--- config.mk ---
export PLATFORM = sky130hd
export DESIGN_NAME = fp8_result_queue
export DESIGN_NICKNAME = d
export VERILOG_FILES = /design/src/rtl/fp8_result_queue.sv
export SDC_FILE = /design/constraint.sdc
export NUM_CORES = 1
export LEC_CHECK = 0
export ABC_AREA = 1
export BUFFER_PORTS_ARGS = -buffer_cell sky130_fd_sc_hd__buf_4
export CORE_MARGIN = 2
export CORE_UTILIZATION = 56
export DETAILED_ROUTE_END_ITERATION = 16
export PLACE_DENSITY = 0.79
export SLEW_MARGIN = 20
export SYNTH_ARGS = -nofsm -noshare
export SYNTH_HDL_FRONTEND = slang
export SYNTH_SLANG_ARGS = --single-unit
--- constraint.sdc ---
create_clock -name clk -period 2.4 [get_ports clk]
set_input_delay 0.24 -clock clk [delete_from_list [all_inputs] [get_ports clk]]
set_output_delay 0.24 -clock clk [all_outputs]
set_load 0.05 [all_outputs]
--- src/rtl/fp8_result_queue.sv ---
// ============================================================================
// fp8_result_queue : first-word-fall-through queue for FP8 ALU results, with
//                    sticky exception flags and a saturating drop counter.
// Revision 1.0
// ============================================================================
`default_nettype none

module fp8_result_queue #(
   parameter int DEPTH = 4
) (
   input  logic                     clk,
   input  logic                     rst,
   input  logic                     in_valid,
   output logic                     in_ready,
   input  logic [7:0]               in_result,
   input  logic [2:0]               in_op,
   input  logic [3:0]               in_flags,
   output logic                     out_valid,
   input  logic                     out_ready,
   output logic [7:0]               out_result,
   output logic [2:0]               out_op,
   output logic [3:0]               out_flags,
   output logic [$clog2(DEPTH):0]   count,
   output logic [2:0]               sticky_flags,
   output logic [7:0]               drop_count,
   input  logic                     sticky_clr
);

   localparam int PW = $clog2(DEPTH);
   localparam int CW = $clog2(DEPTH) + 1;

   logic [14:0]   mem [DEPTH];
   logic [PW-1:0] wr_ptr;
   logic [PW-1:0] rd_ptr;
   logic [CW-1:0] count_q;
   logic [2:0]    sticky_q;
   logic [7:0]    drop_q;

   logic          push;
   logic          pop;
   logic          drop;
   logic [14:0]   head;

   assign in_ready  = (count_q < CW'(DEPTH));
   assign out_valid = (count_q != '0);
   assign push      = in_valid && in_ready;
   assign pop       = out_valid && out_ready;
   assign drop      = in_valid && !in_ready;

   assign count        = count_q;
   assign sticky_flags = sticky_q;
   assign drop_count   = drop_q;

   // Head is masked so idle outputs read as zero rather than stale storage.
   assign head       = out_valid ? mem[rd_ptr] : 15'd0;
   assign out_op     = head[14:12];
   assign out_flags  = head[11:8];
   assign out_result = head[7:0];

   always_ff @(posedge clk) begin
      if (push) begin
         mem[wr_ptr] <= {in_op, in_flags, in_result};
      end
   end

   always_ff @(posedge clk) begin
      if (rst) begin
         wr_ptr  <= '0;
         rd_ptr  <= '0;
         count_q <= '0;
      end else begin
         if (push) begin
            wr_ptr <= wr_ptr + PW'(1);
         end
         if (pop) begin
            rd_ptr <= rd_ptr + PW'(1);
         end
         if (push && !pop) begin
            count_q <= count_q + CW'(1);
         end else if (pop && !push) begin
            count_q <= count_q - CW'(1);
         end
      end
   end

   // New events take priority over a clear issued in the same cycle.
   always_ff @(posedge clk) begin
      if (rst) begin
         sticky_q <= 3'b000;
         drop_q   <= 8'd0;
      end else begin
         if (push) begin
            sticky_q <= (sticky_clr ? 3'b000 : sticky_q) | in_flags[3:1];
         end else if (sticky_clr) begin
            sticky_q <= 3'b000;
         end

         if (drop) begin
            if (sticky_clr) begin
               drop_q <= 8'd1;
            end else if (drop_q != 8'hFF) begin
               drop_q <= drop_q + 8'd1;
            end
         end else if (sticky_clr) begin
            drop_q <= 8'd0;
         end
      end
   end

endmodule

`default_nettype wire

=== Word level (Yosys, flattened, before mapping) ===
Memories as Yosys holds them, arrays and structs flattened. A register that Yosys moved wholly into a read port is not among the register bits.
Index checks and enable logic that the tools add are counted.

* Register bits after elaboration: 18
* Latch bits: 0
* Bits in writable memories: 60
* Memory bits (read-only): 0
* Output and inout bits: 31
* Memories: 1

* Add/sub/neg operators: 5
* Multiply operators: 0
* Divide/modulo/power cells: 0
* Magnitude comparators: 1
* Equal/unequal tests: 1
* Shift-type cells: 0
* Multiplexer cells: 13
* Bitwise operators: 1
* Reduce and logical (&&, ||, !) cells: 13

{| class="wikitable"
|+ Memories
! name !! depth !! bits a word !! read ports !! clocked after Yosys merged registers in !! write ports !! RTL line !! RTL
|-
| mem || 4 || 15 || 1 || 1 || 1 || 32 || <nowiki>logic [14:0] mem [DEPTH];</nowiki>
|}

{| class="wikitable"
|+ Operator list
! operator !! number
|-
| 8-bit two-way mux || 4
|-
| 15-bit two-way mux || 1
|-
| 3-bit two-way mux || 4
|-
| 8-bit by 1-bit adder with 8-bit output, second input constant || 1
|-
| 8-bit != test, second input constant || 1
|-
| 2-bit nonzero test || 3
|-
| 1-bit logical AND || 5
|-
| 2-bit by 1-bit adder with 2-bit output, second input constant || 2
|-
| 2-bit two-way mux || 2
|-
| 3-bit by 1-bit adder with 3-bit output, second input constant || 1
|-
| 1-bit zero test || 3
|-
| 3-bit less-than comparator, second input constant || 1
|-
| 3-bit bitwise OR || 1
|-
| 3-bit nonzero test || 1
|-
| 3-bit by 1-bit subtractor with 3-bit output, second input constant || 1
|-
| 1-bit two-way mux || 2
|-
| 2-bit AND reduction || 1
|}

=== Depth between registers and ports, before layout ===
* Depth after elaboration: 6
* Mapped depth: 11

=== Least setup slack after synthesis ===
No wires, ideal clock.

* Path type: register to register
* Start point: register count_q[2] (netlist: count[2])
* End point: register count_q[1] (netlist: count[1])
* Library setup time: 0.120 ns
* Data arrival time: 2.291 ns
* Data required time: 2.280 ns
* Path slack: -0.011 ns
* Stages on the path, launching flop included: 9
* Clock period less this slack: 2.411 ns
* Cells stage by stage: dfxtp_1 -> inv_1 -> nand2_2 -> inv_1 -> ha_1 -> inv_1 -> fa_1 -> o21ai_0 -> a21oi_1

* Word-level cells in the longest chain between the ends: 5

{| class="wikitable"
|+ RTL lines
! what !! RTL line !! RTL
|-
| start: declaration || 35 || <nowiki>logic [CW-1:0] count_q;</nowiki>
|-
| start signal: assignment || 79 || <nowiki>count_q <= count_q + CW'(1);</nowiki>
|-
| start signal: assignment || 81 || <nowiki>count_q <= count_q - CW'(1);</nowiki>
|-
| 3-bit less-than comparator * || 44 || <nowiki>assign in_ready = (count_q < CW'(DEPTH));</nowiki>
|-
| via in_ready || 14 || <nowiki>output logic in_ready,</nowiki>
|-
| 1-bit logical AND * || 46 || <nowiki>assign push = in_valid && in_ready;</nowiki>
|-
| via push || 39 || <nowiki>logic push;</nowiki>
|-
| 1-bit zero test || 80 || <nowiki>end else if (pop && !push) begin</nowiki>
|-
| 1-bit logical AND || 80 ||
|-
| 2-bit nonzero test (no source line) || -- ||
|}

Mark *: on every way through the listed nets, which the timed path passes. The rest lies on a longest branch.
A chain may end at the register's enable or synchronous reset.

==> results.sh <==
export IMPL_vias_per_cell=5.33
export IMPL_cp_arrival_ps=1780
export IMPL_synthSimpleGateAreaFrac=0.145
export IMPL_ys_ff_latch=80
export IMPL_rsz0062_at_grt="no"
export IMPL_critPathCaptureType="output port"
export IMPL_hold_buffers=0
export IMPL_htreeDepth=3
export IMPL_clk_path_buf_depth=2
export IMPL_cellLeakagePower_nw=1.50
export IMPL_syn_inst=311
export IMPL_numCtsBuffers=9
export IMPL_critPathLaunchType="flip-flop"
export IMPL_synth_compound_area_frac=0.120
export IMPL_p_per_area_nw_per_um2=1180
export IMPL_cts_tree="yes"
export IMPL_synth_top_family_by_area="simple AND/OR/NAND/NOR gates"
export IMPL_wl_per_cell_um=15.0
export IMPL_die_y_um=81.2
export IMPL_fin_skew_ps=5.00
export IMPL_pin_count=51
export IMPL_fmax_mhz=495
export IMPL_finalSetupViolations=0
export IMPL_synth_distinct_cells=28
export IMPL_rows=28
export IMPL_overflow=0
export IMPL_gp_congestion=0.834
export IMPL_min_path_cells=1
export IMPL_post_place_ws_ps=514
export IMPL_tightest_slew_ps=549
export IMPL_grt_max_degree=31
export IMPL_hold_viol=0
export IMPL_path_max_fanout=30
export IMPL_synth_nets=338
export IMPL_synth_xor_xnor_area_share=0.00263
export IMPL_diodes=0
export IMPL_ys_flop_type="edfxtp_1"
export IMPL_track_usage=0.215
export IMPL_min_period_over_period=0.842
export IMPL_slew_violations=0
export IMPL_post_cts_setup_buffer_count=0
export IMPL_r2r_cells=8
export IMPL_dp_hpwl_um=4380
export IMPL_dr_pass1_iters=4
export IMPL_drc=0
export IMPL_seq_area_frac_synth=0.660
export IMPL_cap_violations=0
export IMPL_syn_area_um2=3340
export IMPL_drt_iter0_markers=179
export IMPL_start_util=0.570
export IMPL_yosys_area_share_adder=0.0285
export IMPL_min_path_type="in2reg"
export IMPL_required_ps=2160
export IMPL_fin_ws_ps=378
export IMPL_syn_avg_cell_area_um2=10.7
export IMPL_clk_pin_slew_ps=80
export IMPL_antenna_found_initial=0
export IMPL_clkLatencyLatePin_ps=340
export IMPL_muxShareOfSynthArea=0
export IMPL_fin_setup_tns_ps=0
export IMPL_clock_sinks=80
export IMPL_synth_edf_count=60
export IMPL_period_minus_slack_ps=2020
export IMPL_async_flop_share=0
export IMPL_area_growth_pct=19.8
export IMPL_ir_drop_mv=1.04
export IMPL_cts_resized=0
export IMPL_fillers=431
export IMPL_final_nets=396
export IMPL_final_common_cell="nor2_1"
export IMPL_ant_nets=0
export IMPL_postRouteWirelength_um=6710
export IMPL_final_cell_mix="nor2_1, edfxtp_1, buf_4"
export IMPL_yosysWarnings=0
export IMPL_clock_root_buffer="clkbuf_8"
export IMPL_fp_dieW_um=81.2
export IMPL_path_class="reg2out"
export IMPL_relSlewSlack=0.634
export IMPL_core_area_um2=5850
export IMPL_outcome="finished clean"
export IMPL_grt_pass1_vias=2201
export IMPL_die_area_um2=6590
export IMPL_grt_pass1_wl_um=10500
export IMPL_drive_gt1_frac=0.225
export IMPL_vias=2392
export IMPL_place_port_buffers=50
==> worst max-delay path, cell delays in order (launching register included) <==
cell and delay, ps:
dfxtp_1 350, buf_4 320, nor2_1 90, nor2_1 100, o21ai_0 110, a21oi_1 240, buf_4 240
==> synthesized netlist by cell type (all sizes together) (2+ instances only) <==
cell type,n,area (µm²)
nand4,2,12.5
nand2,27,116
a21oi,32,168
dfxtp,20,400
buf,6,36.3
clkbuf,4,16.3
ha,6,75.1
a32o,3,30.0
nand3,8,40.0
o21ai,39,195
edfxtp,60,1800
inv,24,90.1
nor2,74,290
==> registers in the layout (all words and copies together) (netlist names), named ones only <==
register      flops
rd_ptr            2
drop_count        8
mem              60
sticky_flags      3
count             3
wr_ptr            2
==> power by group <==
group | switching, mW | leakage (nW) | internal (mW)
logic | 1.48 | 0.695 | 0.575
registers | 0.0907 | 0.712 | 1.65
clock network | 0.457 | 0.0917 | 0.470
==> cells by family after synthesis <==
logic type / after synthesis
fa+ha+maj: 7
simple gates: 113
buf+inv: 35
compound gates: 75
flops: 80
xor+xnor: 1
==> layout make-up <==
cell class / count / area [µm²] / area share
Timing Repair Buffer: 57 / 428 / 0.107
Multi-Input combinational cell: 196 / 987 / 0.247
Tap cell: 75 / 93.8 / 0.0235
Sequential cell: 80 / 2200 / 0.551
Clock inverter: 7 / 62.6 / 0.0157
Inverter: 25 / 97.6 / 0.0244
Clock buffer: 9 / 124 / 0.0310
==> metrics by stage <==
step | instance area, µm² | cells | hold WS [ps] | util | power [mW]
6_report | 4000 | 449 | 95.3 | 0.683 | 4.73
5_1_grt | 4000 | 449 | 77.6 | 0.683 | 4.95
4_1_cts | 4000 | 449 | 86.0 | 0.683 | 4.76
3_5_place_dp | 3810 | 433 | 444 | 0.651 | 3.83
3_3_place_gp | 3810 | 433 | 442 | 0.651 | 3.78
2_1_floorplan | 3340 | 311 | 309 | - | 3.22
==> worst paths after layout <==
kind	slack, ps	endpoint	start
max	380	out_result[2]	flip-flop
min	100	mem[2][14]$_DFFE_PP_	in_op[2]
max reg2reg	450	count[1]$_SDFFE_PP0P_	count[2]$_SDFFE_PP0P_
min reg2reg	480	flip-flop	rd_ptr[1]$_SDFFE_PP0P_
==> metal layers <==
metal | track usage | share of wire | vias up
met4 | 0.0712 | 0.0040 | 0
met2 | 0.375 | 0.52 | 82
met1 | 0.265 | 0.41 | 1128
li1 | - | - | 1178
met3 | 0.0500 | 0.061 | 4
met5 | 0 | 0 | -
No activity file was read; power rests on OpenSTA's default activity.
